==> src/rtl/stack_seq_pkg.sv <==
// Shared definitions for the data-stack sequencer: op-codes and FSM state encoding.
package stack_seq_pkg;

    localparam logic [1:0] OP_PUSH = 2'b00;
    localparam logic [1:0] OP_POP  = 2'b01;
    localparam logic [1:0] OP_PEEK = 2'b10;
    localparam logic [1:0] OP_NOP  = 2'b11;

    typedef enum logic [1:0] {
        S_IDLE = 2'd0,
        S_WR   = 2'd1,
        S_RD   = 2'd2
    } state_t;

endpackage

==> src/rtl/stack_sequencer.sv <==
// Data-stack sequencer: owns SP, runs PUSH/POP/PEEK over one memory port,
// enforces stack bounds and returns popped words.
module stack_sequencer
    import stack_seq_pkg::*;
#(
    parameter int unsigned         ADDR_W      = 16,
    parameter int unsigned         DATA_W      = 16,
    parameter logic [ADDR_W-1:0]   STACK_BASE  = 16'h0100,
    parameter logic [ADDR_W-1:0]   STACK_LIMIT = 16'h00FC
) (
    input  logic              CLK,
    input  logic              Reset,
    input  logic              op_valid,
    output logic              op_ready,
    input  logic [1:0]        op_code,
    input  logic [DATA_W-1:0] push_data,
    output logic [DATA_W-1:0] pop_data,
    output logic              pop_valid,
    output logic [ADDR_W-1:0] sp,
    output logic              mem_req,
    output logic              mem_we,
    output logic [ADDR_W-1:0] mem_addr,
    output logic [DATA_W-1:0] mem_wdata,
    input  logic [DATA_W-1:0] mem_rdata,
    input  logic              mem_ack,
    output logic              overflow,
    output logic              underflow,
    input  logic              err_clr
);

    state_t              r_state;
    state_t              w_state_nxt;
    logic [ADDR_W-1:0]   r_sp;
    logic                r_is_pop;
    logic                r_mem_req;
    logic                r_mem_we;
    logic [ADDR_W-1:0]   r_mem_addr;
    logic [DATA_W-1:0]   r_mem_wdata;
    logic [DATA_W-1:0]   r_pop_data;
    logic                r_pop_valid;
    logic                r_overflow;
    logic                r_underflow;

    logic                w_accept;
    logic                w_full;
    logic                w_empty;
    logic                w_ack;
    logic                w_push_go;
    logic                w_rd_go;
    logic                w_ovf_set;
    logic                w_unf_set;

    assign w_accept = op_valid && (r_state == S_IDLE);
    assign w_full   = (r_sp == STACK_LIMIT);
    assign w_empty  = (r_sp == STACK_BASE);
    // An ack is only meaningful while a request is actually outstanding.
    assign w_ack    = mem_ack && r_mem_req;

    always_comb begin
        w_state_nxt = r_state;
        w_push_go   = 1'b0;
        w_rd_go     = 1'b0;
        w_ovf_set   = 1'b0;
        w_unf_set   = 1'b0;
        unique case (r_state)
            S_IDLE: begin
                if (w_accept) begin
                    case (op_code)
                        OP_PUSH: begin
                            if (w_full) begin
                                w_ovf_set = 1'b1;
                            end else begin
                                w_push_go   = 1'b1;
                                w_state_nxt = S_WR;
                            end
                        end
                        OP_POP, OP_PEEK: begin
                            if (w_empty) begin
                                w_unf_set = 1'b1;
                            end else begin
                                w_rd_go     = 1'b1;
                                w_state_nxt = S_RD;
                            end
                        end
                        default: ;
                    endcase
                end
            end
            S_WR, S_RD: begin
                if (w_ack) w_state_nxt = S_IDLE;
            end
            default: w_state_nxt = S_IDLE;
        endcase
    end

    always_ff @(posedge CLK) begin
        if (Reset) r_state <= S_IDLE;
        else       r_state <= w_state_nxt;
    end

    always_ff @(posedge CLK) begin
        if (Reset) begin
            r_sp        <= STACK_BASE;
            r_is_pop    <= 1'b0;
            r_mem_req   <= 1'b0;
            r_mem_we    <= 1'b0;
            r_mem_addr  <= '0;
            r_mem_wdata <= '0;
            r_pop_data  <= '0;
            r_pop_valid <= 1'b0;
            r_overflow  <= 1'b0;
            r_underflow <= 1'b0;
        end else begin
            r_pop_valid <= 1'b0;
            // Request signals are loaded at accept so they are stable from the first access cycle.
            if (w_push_go) begin
                r_mem_req   <= 1'b1;
                r_mem_we    <= 1'b1;
                r_mem_addr  <= r_sp - ADDR_W'(1);
                r_mem_wdata <= push_data;
            end
            if (w_rd_go) begin
                r_mem_req  <= 1'b1;
                r_mem_we   <= 1'b0;
                r_mem_addr <= r_sp;
                r_is_pop   <= (op_code == OP_POP);
            end
            if (w_unf_set) begin
                r_pop_data  <= '0;
                r_pop_valid <= 1'b1;
            end
            if (w_ack) begin
                r_mem_req <= 1'b0;
                if (r_state == S_WR) begin
                    r_sp <= r_sp - ADDR_W'(1);
                end else begin
                    r_pop_data  <= mem_rdata;
                    r_pop_valid <= 1'b1;
                    if (r_is_pop) r_sp <= r_sp + ADDR_W'(1);
                end
            end
            r_overflow  <= (r_overflow  && !err_clr) || w_ovf_set;
            r_underflow <= (r_underflow && !err_clr) || w_unf_set;
        end
    end

    assign op_ready  = (r_state == S_IDLE);
    assign pop_data  = r_pop_data;
    assign pop_valid = r_pop_valid;
    assign sp        = r_sp;
    assign mem_req   = r_mem_req;
    assign mem_we    = r_mem_we;
    assign mem_addr  = r_mem_addr;
    assign mem_wdata = r_mem_wdata;
    assign overflow  = r_overflow;
    assign underflow = r_underflow;

endmodule
==> config.mk <==
export PLATFORM = sky130hd
export DESIGN_NAME = stack_sequencer
export DESIGN_NICKNAME = d
export VERILOG_FILES = /design/src/rtl/stack_seq_pkg.sv /design/src/rtl/stack_sequencer.sv
export SDC_FILE = /design/constraint.sdc
export NUM_CORES = 1
export LEC_CHECK = 0
export CAP_MARGIN = 20
export CORE_MARGIN = 3
export CORE_UTILIZATION = 46
export DETAILED_ROUTE_END_ITERATION = 6
export MAX_ROUTING_LAYER = met4
export PLACE_DENSITY_LB_ADDON = 0.05
export SYNTH_ARGS = -nofsm -noshare
export SYNTH_HDL_FRONTEND = slang
export SYNTH_SLANG_ARGS = --single-unit
==> constraint.sdc <==
create_clock -name CLK -period 7.4 [get_ports CLK]
set_clock_uncertainty 0.15 [all_clocks]
set_input_delay 0.74 -clock CLK [delete_from_list [all_inputs] [get_ports CLK]]
set_output_delay 0.74 -clock CLK [all_outputs]
set_load 0.03 [all_outputs]
Yosys cells after proc, flatten, opt, wreduce, memory -nomap -nowiden
Cells that the tools add are included.

word-level totals
  register bits = 72
  input bits = 39
  output and inout port bits = 70
  word-level logic and storage cells = 75

cells by class
  $add $sub $neg = 2
  equal/unequal tests = 11
  mux-type cells = 34
  reductions and logical operators = 17

operators with widths
  operator                 number
  $mux W16                 7
  $mux W1                  21
  $add A16 B1 Y16 const B  1
  $eq A16 B8 Y1 const B    1
  $eq A16 B9 Y1 const B    1
  $sub A16 B1 Y16 const B  1
  $mux W2                  4
  $pmux W2 S2              2
  $reduce_or A2 Y1         4
  $ne A3 B3 Y1 const B     2
  $reduce_and A5 Y1        1
  $eq A2 B1 Y1 const B     2
  $eq A2 B2 Y1 const B     2
  $logic_and A1 B1 Y1      4
  $logic_not A2 Y1         2
  $reduce_bool A2 Y1       2
  $ne A3 B1 Y1 const B     1
  $logic_or A1 B1 Y1       2
  $ne A2 B1 Y1 const B     1
  $ne A2 B2 Y1 const B     1
  $reduce_and A2 Y1        1
  $logic_not A1 Y1         1

Longest topological paths before layout
  depth in word-level cells = 8
  depth in mapped cells = 10
  gate-level depth less buffers = 7

Worst setup path before layout
No wires, ideal clock.

  path type = reg-to-reg
  start point = register r_sp[0] (netlist: sp[0])
  end point = register r_pop_data[10] (netlist: pop_data[10])
  data arrival time = 2.411 ns
  required time = 7.133 ns
  path slack = 4.722 ns
  cell stages (with the launch flop) = 11
  buffers on the path = 3
  clock period less this slack = 2.678 ns
  cell sequence = dfxtp_1 clkbuf_1 inv_1 ha_1 or4b_1 nor4_4 a21oi_2 nor2b_1 buf_6 buf_6 a22o_1

on the way
  cells in the longest elaborated chain, start to end = 8

RTL lines
  item                    line                    text
  from (decl)             stack_sequencer.sv:33   logic [ADDR_W-1:0] r_sp;
  from (signal assigned)  stack_sequencer.sv:135  r_sp <= r_sp - ADDR_W'(1);
  from (signal assigned)  stack_sequencer.sv:139  if (r_is_pop) r_sp <= r_sp + ADDR_W'(1);
  $eq A16 B9 Y1 *         stack_sequencer.sv:55   assign w_empty = (r_sp == STACK_BASE);
  $mux W1 *               stack_sequencer.sv:78   if (w_empty) begin
  $mux W1 *               stack_sequencer.sv:68   case (op_code)
  $mux W1 *               stack_sequencer.sv:67   if (w_accept) begin
  $mux W1 *               stack_sequencer.sv:65   unique case (r_state)
  $mux W16 *              stack_sequencer.sv:128  if (w_unf_set) begin
  $mux W16                stack_sequencer.sv:134  if (r_state == S_WR) begin
  $mux W16 *              stack_sequencer.sv:132  if (w_ack) begin
  to (signal assigned)    stack_sequencer.sv:137  r_pop_data <= mem_rdata;
  to (decl)               stack_sequencer.sv:39   logic [DATA_W-1:0] r_pop_data;

Every way passes the cells marked *; elsewhere a longest branch is shown, timed or not.
A chain may end at the register's enable or synchronous reset.

Worst setup path after layout
  start point = register r_sp[0] (netlist: sp[0])
  end point = register r_mem_addr[9] (netlist: mem_addr[9])

on the way
  cells in the longest elaborated chain, start to end = 6

RTL lines
  item                                                     line                    text
  branches (longest 6 deep; another with $sub A16 B1 Y16)  n/a
  to (signal assigned)                                     stack_sequencer.sv:119  r_mem_addr <= r_sp - ADDR_W'(1);
  to (signal assigned)                                     stack_sequencer.sv:125  r_mem_addr <= r_sp;
  to (decl)                                                stack_sequencer.sv:37   logic [ADDR_W-1:0] r_mem_addr;

Several ways; the timed one is not identified. The select of a mux whose other input is x is not followed.

==> flow_metrics.env <==
export IMPL_finalSetupViolCount=0
export IMPL_antenna_found_initial=0
export IMPL_setup_tns_ns=0
export IMPL_io_buffers=108
export IMPL_die_area_um2=8860
export IMPL_p_clk_frac=0.430
export IMPL_final_core_util=0.667
export IMPL_dp_worst_setup_slack_ns=3.93
export IMPL_drt_iter0_drc=193
export IMPL_cts_hold_buf=0
export IMPL_htreeDepth=3
export IMPL_hold_path_class="reg2reg"
export IMPL_dr_pass1_iters=5
export IMPL_vias=3644
export IMPL_period_needed_ns=3.53
export IMPL_pin_count=109
export IMPL_synth_edff_count=0
export IMPL_syn_inst=432
export IMPL_ant_nets=0
export IMPL_nNetsFinal=573
export IMPL_yosys_most_used_dff="dfxtp_1"
export IMPL_combPwrFrac=0.128
export IMPL_async_flop_share=0
export IMPL_status="finished clean"
export IMPL_switching_share=0.251
export IMPL_path_class="reg2reg"
export IMPL_layout_cells_non_filler=631
export IMPL_drc=0
export IMPL_routed_via_density=5.77
export IMPL_p_leak_nw=1.75
export IMPL_grt_pass1_vias=3375
export IMPL_start_util=0.482
export IMPL_clockRootBuffer="clkbuf_8"
export IMPL_final_cell_mix="clkdlybuf4s50_1, dfxtp_1, nand2_1"
export IMPL_crit_path_end_kind="register"
export IMPL_fp_coreArea_um2=7410
export IMPL_cts_tree="yes"
export IMPL_power_mw=0.916
export IMPL_final_common_cell="clkdlybuf4s50_1"
export IMPL_track_usage=0.246
export IMPL_cts_buffers=9
export IMPL_area_growth_pct=38.4
export IMPL_internal_power_mw=0.686
export IMPL_p_sw_mw=0.229
export IMPL_cts_resized=0
export IMPL_grt_ovfl_total=0
export IMPL_fmax_mhz=283
export IMPL_ys_seq_area_frac=0.404
export IMPL_syn_area_um2=3570
export IMPL_rows=31
export IMPL_seqPwrFrac=0.441
export IMPL_gp_congestion=0.904
export IMPL_dp_final_hpwl_um=7160
export IMPL_fill_cells=641
export IMPL_cts_clk_slew_worst_paths_ns=0.08
export IMPL_ys_warn_count=0
export IMPL_relSlewSlack=0.366
export IMPL_die_x_um=94.1
export IMPL_grt_pass1_wl_um=16600
export IMPL_routedWlPerCell_um=16.6
export IMPL_routed_wl_um=10500
export IMPL_crit_fanout=21
export IMPL_place_area_um2=4660
export IMPL_timing_final_ws_setup_ns=3.87
export IMPL_peakVddDrop_mv=0.129
export IMPL_arrival_ns=3.62
export IMPL_tightest_slew_ns=0.946
export IMPL_fin_area_um2=4940
export IMPL_cts_setup_buffers=0
export IMPL_cts_buffer_depth=2
export IMPL_grt_max_degree=58
export IMPL_clkSinkCount=72
export IMPL_worstPathRequired_ns=7.49
export IMPL_ys_types=58
export IMPL_rsz0062_at_grt="no"
export IMPL_timing_hold_ws_ns=0.306
export IMPL_place_inst=611
export IMPL_cap_violations=0
export IMPL_fin_crit_sh=0.477
export IMPL_hold_viol=0
export IMPL_p_per_area_nw_per_um2=185
export IMPL_avgSynthCellArea_um2=8.27
export IMPL_num_antenna_cells=0
export IMPL_ys_seq_elements=72
export IMPL_drive_above_1_share=0.0733
export IMPL_crit_path_start_kind="register"
export IMPL_die_h_um=94.1
export IMPL_insertion_delay_ns=0.35
export IMPL_syn_nets=478
export IMPL_maxSlewViolCount=0
-- worst paths after layout --
check | end | cells past startpoint | startpoint | slack, ns
max | mem_addr[9] | 8 | sp[0] | 3.87
min | mem_wdata[9] | 2 | mem_wdata[9] | 0.31
max reg2reg | mem_addr[9] | 8 | sp[0] | 3.87
min reg2reg | mem_wdata[9] | 2 | mem_wdata[9] | 0.31
-- cell usage after synthesis, types with 3 or more instances --
cell | number | share of area
nor4_1 | 13 | 0.023
a21oi_1 | 43 | 0.060
o32ai_1 | 5 | 0.012
inv_1 | 17 | 0.018
and3_1 | 4 | 0.0070
nand2b_1 | 5 | 0.0088
nand3_1 | 11 | 0.015
ha_1 | 7 | 0.025
nand4_1 | 5 | 0.0088
or3_1 | 6 | 0.011
o2bb2ai_1 | 4 | 0.0098
o31ai_1 | 4 | 0.0084
buf_6 | 5 | 0.016
a211oi_1 | 7 | 0.015
nand2_1 | 59 | 0.062
mux2i_1 | 6 | 0.017
nor2_1 | 27 | 0.028
o21ai_0 | 11 | 0.015
dfxtp_1 | 72 | 0.40
or4_1 | 4 | 0.0084
a31oi_1 | 5 | 0.0088
a22o_1 | 17 | 0.042
xor2_1 | 3 | 0.0074
o211ai_1 | 3 | 0.0063
clkbuf_1 | 19 | 0.020
buf_2 | 5 | 0.0070
nor3_1 | 19 | 0.027
xnor2_1 | 4 | 0.0098
nor2b_1 | 6 | 0.011
-- routing by layer --
metal | track usage | share of wire
met1 | 0.313 | 0.42
met2 | 0.382 | 0.47
met3 | 0.0609 | 0.089
met4 | 0.0806 | 0.018
met5 | - | 0
-- worst max-delay path: stages, from the launching register on --
cell       delay (ns)
dfxtp_1          0.40
inv_1            0.15
ha_1             0.17
or4b_1           0.55
nor4_4           0.77
nand2b_1         0.57
buf_16           0.22
nor3_1           0.05
a2111oi_1        0.37
-- registers in the layout, summed over array words and instances (netlist names) --
register / cells
underflow: 1
mem_req: 1
r_is_pop: 1
pop_data: 16
r_state: 2
mem_wdata: 16
overflow: 1
pop_valid: 1
mem_addr: 16
sp: 16
mem_we: 1
-- cells by family (layout without fill, tap and decap cells) --
group / Yosys count / after routing / synth area share
buf+inv: 49 / 149 / 0.0648
compound gates: 118 / 118 / 0.224
xor+xnor: 7 / 7 / 0.0172
flops: 72 / 72 / 0.404
simple gates: 173 / 173 / 0.249
fa+ha+maj: 7 / 7 / 0.0245
mux: 6 / 6 / 0.0168
-- power groups by stage --
stage | Clock [mW] | Sequential (mW) | Combinational, mW
floorplan | 0 | 0.432 | 0.0450
global placement | 0 | 0.413 | 0.114
detailed placement | 0 | 0.413 | 0.116
CTS | 0.401 | 0.404 | 0.117
global route | 0.421 | 0.405 | 0.126
finish | 0.394 | 0.404 | 0.118
-- area by class of cell --
type / instances / area, um^2 / area share
Tap cell: 99 / 124 / 0.0251
Clock inverter: 6 / 115 / 0.0233
Inverter: 17 / 63.8 / 0.0129
Clock buffer: 10 / 138 / 0.0278
Timing Repair Buffer: 116 / 1150 / 0.233
Multi-Input combinational cell: 311 / 1910 / 0.386
Sequential cell: 72 / 1440 / 0.292
Note: power is estimated with default switching activity, not from simulation.
